[src/rtl/bcd_countdown_timer.sv]
// BCD minutes:seconds countdown timer with shift-loading, pause, +30 s quick-add
// and a registered terminal-count pulse. Minute digits are stored LS-first.
module bcd_countdown_timer #(
  parameter int MIN_DIGITS = 1,
  parameter int TICK_DIV   = 1
) (
  input  logic                    clk,
  input  logic                    clrn,
  input  logic                    loadn,
  input  logic                    stb,
  input  logic [3:0]              data,
  input  logic                    en,
  input  logic                    add30,
  output logic [3:0]              sec_ones,
  output logic [3:0]              sec_tens,
  output logic [4*MIN_DIGITS-1:0] mins,
  output logic                    zero,
  output logic                    tc
);
  localparam int PW = (TICK_DIV > 1) ? $clog2(TICK_DIV) : 1;
  localparam logic [PW-1:0] PRESC_LAST = PW'(TICK_DIV - 1);

  logic [3:0]            ones_reg, ones_next;
  logic [3:0]            tens_reg, tens_next;
  logic [3:0]            min_reg  [MIN_DIGITS];
  logic [3:0]            min_next [MIN_DIGITS];
  logic [3:0]            min_dec  [MIN_DIGITS];
  logic [3:0]            min_inc  [MIN_DIGITS];
  logic [MIN_DIGITS-1:0] min_is_zero;
  logic [PW-1:0]         presc_reg, presc_next;
  logic                  tc_reg, tc_next;
  logic                  min_all_nine;
  logic                  tens_ge3;
  logic                  add_eff;
  logic                  at_last;
  logic                  tick;
  logic [3:0]            data_clamped;

  genvar gi;
  generate
    for (gi = 0; gi < MIN_DIGITS; gi++) begin : g_digit
      assign min_is_zero[gi]  = (min_reg[gi] == 4'd0);
      assign mins[4*gi +: 4]  = min_reg[gi];
    end
  endgenerate

  assign sec_ones     = ones_reg;
  assign sec_tens     = tens_reg;
  assign tc           = tc_reg;
  assign zero         = (ones_reg == 4'd0) && (tens_reg == 4'd0) && (&min_is_zero);
  assign tens_ge3     = (tens_reg >= 4'd3);
  assign data_clamped = (data > 4'd9) ? 4'd9 : data;
  assign at_last      = (presc_reg == PRESC_LAST);

  // Borrow (decrement) and carry (+1 minute) ripple through the minute digits.
  always_comb begin
    logic borrow_c;
    logic carry_c;
    borrow_c = (ones_reg == 4'd0) && (tens_reg == 4'd0);
    carry_c  = tens_ge3;
    for (int i = 0; i < MIN_DIGITS; i++) begin
      min_dec[i] = min_reg[i];
      min_inc[i] = min_reg[i];
      if (borrow_c) min_dec[i] = (min_reg[i] == 4'd0) ? 4'd9 : min_reg[i] - 4'd1;
      if (carry_c)  min_inc[i] = (min_reg[i] == 4'd9) ? 4'd0 : min_reg[i] + 4'd1;
      borrow_c = borrow_c && (min_reg[i] == 4'd0);
      carry_c  = carry_c && (min_reg[i] == 4'd9);
    end
    min_all_nine = carry_c;
  end

  // A +30 s that would overflow the top minute digit is dropped entirely.
  assign add_eff = loadn && add30 && !min_all_nine;
  assign tick    = loadn && en && !zero && at_last && !add_eff;

  always_comb begin
    ones_next  = ones_reg;
    tens_next  = tens_reg;
    min_next   = min_reg;
    presc_next = presc_reg;
    tc_next    = 1'b0;
    if (!loadn) begin
      presc_next = '0;
      if (stb) begin
        for (int i = MIN_DIGITS - 1; i > 0; i--) begin
          min_next[i] = min_reg[i-1];
        end
        min_next[0] = tens_reg;
        tens_next   = ones_reg;
        ones_next   = data_clamped;
      end
    end else begin
      if (zero) begin
        presc_next = '0;
      end else if (en) begin
        // add30 on the tick edge defers the tick by holding the prescaler.
        if (at_last) presc_next = add_eff ? presc_reg : '0;
        else         presc_next = presc_reg + PW'(1);
      end

      if (add_eff) begin
        if (tens_ge3) begin
          tens_next = tens_reg - 4'd3;
          min_next  = min_inc;
        end else begin
          tens_next = tens_reg + 4'd3;
        end
      end else if (tick) begin
        ones_next = (ones_reg == 4'd0) ? 4'd9 : ones_reg - 4'd1;
        if (ones_reg == 4'd0) tens_next = (tens_reg == 4'd0) ? 4'd5 : tens_reg - 4'd1;
        min_next = min_dec;
        tc_next  = (ones_reg == 4'd1) && (tens_reg == 4'd0) && (&min_is_zero);
      end
    end
  end

  always_ff @(posedge clk or negedge clrn) begin
    if (!clrn) begin
      ones_reg  <= 4'd0;
      tens_reg  <= 4'd0;
      presc_reg <= '0;
      tc_reg    <= 1'b0;
      for (int i = 0; i < MIN_DIGITS; i++) min_reg[i] <= 4'd0;
    end else begin
      ones_reg  <= ones_next;
      tens_reg  <= tens_next;
      presc_reg <= presc_next;
      tc_reg    <= tc_next;
      for (int i = 0; i < MIN_DIGITS; i++) min_reg[i] <= min_next[i];
    end
  end

endmodule
[config.mk]
export PLATFORM = sky130hd
export DESIGN_NAME = bcd_countdown_timer
export DESIGN_NICKNAME = d
export VERILOG_FILES = /design/src/rtl/bcd_countdown_timer.sv
export SDC_FILE = /design/constraint.sdc
export NUM_CORES = 1
export LEC_CHECK = 0
export ABC_AREA = 1
export ABC_CLOCK_PERIOD_IN_PS = 1350
export CAP_MARGIN = 15
export CORE_UTILIZATION = 42
export CTS_BUF_LIST = sky130_fd_sc_hd__clkbuf_16
export DETAILED_ROUTE_END_ITERATION = 7
export GPL_TIMING_DRIVEN = 0
export PLACE_DENSITY = 0.69
export SLEW_MARGIN = 15
export SYNTH_ARGS = -nofsm -noshare
export SYNTH_HDL_FRONTEND = slang
export SYNTH_SLANG_ARGS = --single-unit
[constraint.sdc]
create_clock -name clk -period 1.35 [get_ports clk]
set_input_delay 0.135 -clock clk [delete_from_list [all_inputs] [get_ports clk]]
set_output_delay 0.135 -clock clk [all_outputs]
set_load 0.05 [all_outputs]
== Word level (Yosys, flattened, before mapping) ==
Cells that the tools add are included.
Storage, ports and cells
  register bits: 14
  word-level logic and storage cells: 73
  output and inout port bits: 14
  bits of input ports: 10
Operators by class
  $add $sub $neg: 7
  bitwise logic cells: 1
  magnitude comparators: 2
  reductions and logical operators: 21
  muxes and demuxes: 28
  equal/unequal tests: 9
Operators by type and width (count)
  4-bit two-way mux: 21
  4-bit zero test: 3
  3-bit by 1-bit inequality test with 1-bit output, second input constant: 4
  4-bit by 1-bit subtractor with 4-bit output, second input constant: 3
  1-bit logical AND: 11
  1-bit two-way mux: 7
  3-bit AND reduction: 2
  4-bit by 1-bit adder with 4-bit output, second input constant: 1
  4-bit by 2-bit adder with 4-bit output, second input constant: 1
  4-bit by 1-bit equality test with 1-bit output, second input constant: 1
  4-bit equality test, second input constant: 1
  4-bit by 2-bit >= comparator with 1-bit output, second input constant: 1
  4-bit > comparator, second input constant: 1
  4-bit AND reduction: 1
  4-bit by 2-bit subtractor with 4-bit output, second input constant: 1
  1-bit zero test: 3
  3-bit inequality test, second input constant: 1
  2-bit by 1-bit inequality test with 1-bit output, second input constant: 1
  2-bit inequality test, second input constant: 1
  2-bit nonzero test: 1
  1-bit adder, second input constant: 1
  1-bit NOT: 1

== Logic depth before layout (Yosys ltp) ==
  depth after elaboration: 10
  gate-level depth with buffers: 11
  gate-level depth less buffers: 11

== Worst setup path after synthesis ==
Ideal clock, no wire load.
  path type: flip-flop to flip-flop
  start: reg tens_reg[0], in the netlist sec_tens[0]
  end: reg min_reg, in the netlist mins[0]
  period minus slack after synthesis: 1.835 ns
  data required time: 1.229 ns
  setup time: 0.121 ns
  arrival: 1.714 ns
  slack: -0.485 ns
  buffers on the path: 0
  stages on the path, launching flop included: 11
  cells stage by stage: dfrtp_1 -> inv_1 -> ha_1 -> nand2_2 -> nor2_4 -> nand2_2 -> nand2_4 -> nand2_4 -> nand2_2 -> o21bai_1 -> nand2_1
Between the ends
  longest elaborated chain between the ends: 9
  elaborated cells between the ends (all ways): 19
  classes of those cells: order compare: 1; eq/ne: 3; mux: 3; reduce/logical: 12
RTL lines
  start, declared: line 24  | logic [3:0] tens_reg, tens_next;
  start signal, assigned: line 126  | tens_reg <= tens_next;
  branches (longest 9 deep; another with 4-bit by 2-bit >= comparator with 1-bit output)
  end, declared: line 25  | logic [3:0] min_reg [MIN_DIGITS];
Several ways; the timed one is not identified. The select of a mux whose other input is x is not followed.
A chain may end at the register's enable or synchronous reset.

== Worst setup path in the final report ==
  start: reg tens_reg[0], in the netlist sec_tens[0]
  end: out zero
Between the ends
  longest elaborated chain between the ends: 3
RTL lines
  4-bit zero test: line 50  | assign zero = (ones_reg == 4'd0) && (tens_reg == 4'd0) && (&min_is_zero);
  1-bit logical AND: line 50
  1-bit logical AND
  end, declared: line 17  | output logic zero,
No other way between the ends.

==> metrics.md <==
| Metric | Value |
|---|---|
| Result of the run | finished, violations left |
| Violations in the final reports | design-rule violations, negative setup slack |
| Final net count | 260 |
| Post-synthesis sequential area ratio | 0.250 |
| Die Ht | 57.7 um |
| RSZ-0062 raised after global routing | true |
| Worst hold slack after final layout | 278 ps |
| Initial cell density of the core | 0.457 |
| Top delay family on crit path | flip-flops |
| Number of global-route vias before repair | 1414 |
| Mean post-synth cell area | 6.61 um2 |
| Total wire length | 3860 um |
| Synth Warn # | 0 |
| Insertion delay to the later sink of the worst-skew pair | 240 ps |
| Die area | 3330 um2 |
| Number of top-level pins | 24 |
| Core footprint | 2850 um2 |
| H-tree depth | 1 |
| Via-to-Cell Ratio | 5.25 |
| Synth cell types | 29 |
| Cell type of the slowest stage on the worst timing path | dfrtp_4 |
| Fraction of final layout cells sized beyond drive strength 1 | 0.447 |
| Top-area cell type share of the netlist area | 0.250 |
| Most common cell after layout, fill and taps aside | nand2_1 |
| Worst reg2reg path endpoint | tc |
| HPWL after DPL | 2610 um |
| Final min period | 1560 ps |
| PnR worst setup slack | -214 ps |
| Register clock-pin slew on the reported worst setup and hold paths | 40 ps |
| Final worst path period share | 1.16 |
| Cell chosen for the clock root | clkbuf_16 |
| Endpoint class of the critical path | output port |
| IR Drop Worst-Case VDD | 0.00145 V |
| Critical Path Stages | 7 |
| Total CTS buffers | 3 |
| Maximum root-to-sink buffer count | 2 |
| # rows | 19 |
| Fillers | 226 |
| Total of hold buffers inserted after clock tree synthesis | 0 |
| Number of hold violations in the final report | 0 |
| Leading cell types by total area after synthesis | dfrtp_1, nand2_1, nand3_1, inv_1, nand2_2 |
| Maximum achievable frequency | 640 MHz |
| Launching instance or port of the critical path | sec_tens[0] |
| Worst max-slew margin expressed relative to the limit | 0.594 |
| Wire length of the first global-routing pass | 6370 um |
| Diode insertion count for antenna repair | 0 |
| Cell type contributing the most total cell area after synthesis | dfrtp_1 |
| Total iterations of the first detailed-routing run | 6 |
| Synthesized flop and latch total | 13 |
| Pin count of the biggest net entering global routing | 14 |
| Netlist area before placement | 1300 um2 |
| Transition time at the pin with the least slew margin | 607 ps |
| Wire length per cell after detailed routing | 13.9 um |
| Logic depth of the worst register-to-register path | 10 |
| Peak per-stage delay on the critical path | 510 ps |
| Post-route clock skew | 0.875 ps |
| Total clock sinks | 13 |
| Endpoint arrival time on the critical path | 1430 ps |
| Number of nets with antenna violations after detailed routing | 0 |
| Relative area change from synthesis to final layout | 55.0% |
| Reg-to-Reg Start | sec_tens[0] |
| Nature of the critical path startpoint | flop |
| Count of buffer and inverter cells on the critical path | 3 |
| Static power due to leakage | 1.01 nW |
| Top library cells by usage in the layout, fill and taps aside | nand2_1, inv_1, buf_4 |
| Post-synthesis cell count | 197 |
| Global placement routability congestion | 0.823 |
| Placement Setup Slack | -637 ps |
| Max-cap violation count | 0 |
| Synth Net Count | 210 |
| Count of buffers inserted at the top-level ports | 23 |
| Worst-case register-to-register setup slack | -210 ps |
| Initial antenna violation count | 0 |
| DR iter-0 viols | 47 |
| Critical Path RT | 1220 ps |
| Total routing usage reported by global routing | 0.251 |
| Final instance count without filler cells | 277 |
| Hold crit path type | primary input to async pin |
| Type of the setup path with the least slack | flop to output port |
| Setup Total Neg Slack | -2520 ps |
| Crit path capture | zero |
| CTS tree | done |
| Top fanout value on the critical path | 3 |
| Cells along the critical path | inv_4 > ha_4 > nand2_4 > nor2_4 > nand2_2 > inv_2 > buf_8 |
| Drc violations | 1 |
| Final setup violation count | 14 |
| Power Dens Cells | 2280 nW/um2 |
| Placed Cells | 251 |
| Vias | 1453 |
| Overflow left after global routing | 0 |
| Final Max Tran Viols | 0 |
| Width of the die | 57.7 um |
==> cells in the mapped netlist, drive strengths merged <==
cell type,n
nand2,72
nand3,29
inv,28
nor2,20
o21ai,14
dfrtp,13
a21oi,4
o21bai,4
ha,3
buf,2
a31oi,1
a32oi,1
clkbuf,1
nor3,1
nor4,1
o22ai,1
or2,1
xor2,1
==> power breakdown <==
group / internal (mW) / switching (mW)
logic: 1.23 / 1.99
registers: 0.575 / 0.267
clock network: 0.391 / 0.164
==> how the worst min path moves through the flow <==
| stage | from | endpoint | slack, ps | depth (start not counted) |
|---|---|---|---|---|
| 5_1_grt | clrn | sec_tens[0] | 340 | 1 |
| 4_1_cts | clrn | sec_tens[0] | 300 | 1 |
| 6_report | clrn | sec_tens[0] | 280 | 1 |
| 3_5_place_dp | sec_ones[3] | sec_ones[3] | 520 | 2 |
| 2_1_floorplan | clrn | mins[0] | -160 | 0 |
| 3_3_place_gp | sec_ones[3] | sec_ones[3] | 520 | 2 |
==> routing by layer <==
metal  track usage  part of all wire  wire length, um  up-vias
met5             0                 0                0        -
met4         0.122             0.027              106        0
met3        0.0446             0.039              152       10
met2         0.429              0.50             1920       38
met1         0.306              0.44             1680      682
li1              -                 -                -      723
==> final cells by class <==
| cell class | instances | area (um2) | share of cell area |
|---|---|---|---|
| multi-input cells | 153 | 1020 | 0.505 |
| clock inverters | 1 | 3.75 | 0.00186 |
| inverters | 28 | 113 | 0.0558 |
| clock buffers | 3 | 75.1 | 0.0372 |
| plain buffers | 3 | 21.3 | 0.0105 |
| repair buffers | 45 | 405 | 0.201 |
| well taps | 31 | 38.8 | 0.0192 |
| flip-flops and latches | 13 | 343 | 0.170 |
==> cell families (layout without fill, tap and decap cells) <==
group | after synthesis | after routing | synth area share
simple gates | 124 | 124 | 0.501
xor+xnor | 1 | 1 | 0.00673
flops | 13 | 13 | 0.250
buf+inv | 31 | 80 | 0.0961
compound gates | 25 | 25 | 0.117
fa+ha+maj | 3 | 3 | 0.0288
==> per-stage QoR <==
stage | util | instance area [um2] | power (mW)
after floorplan | - | 1370 | 2.81
after global placement | 0.575 | 1640 | 3.43
after detailed placement | 0.575 | 1640 | 3.48
after CTS | 0.693 | 1980 | 4.45
after global routing | 0.708 | 2020 | 4.93
final | 0.708 | 2020 | 4.61
==> what timing repair did <==
| action | CTS | global route |
|---|---|---|
| setup endpoints to repair | 27 | 20 |
| buffers inserted | 20 | 2 |
| resized for setup | 57 | 24 |
| pin swaps | 22 | 12 |
| endpoints found under the hold margin | 0 | 0 |
Note: power is estimated with default switching activity, not from simulation.
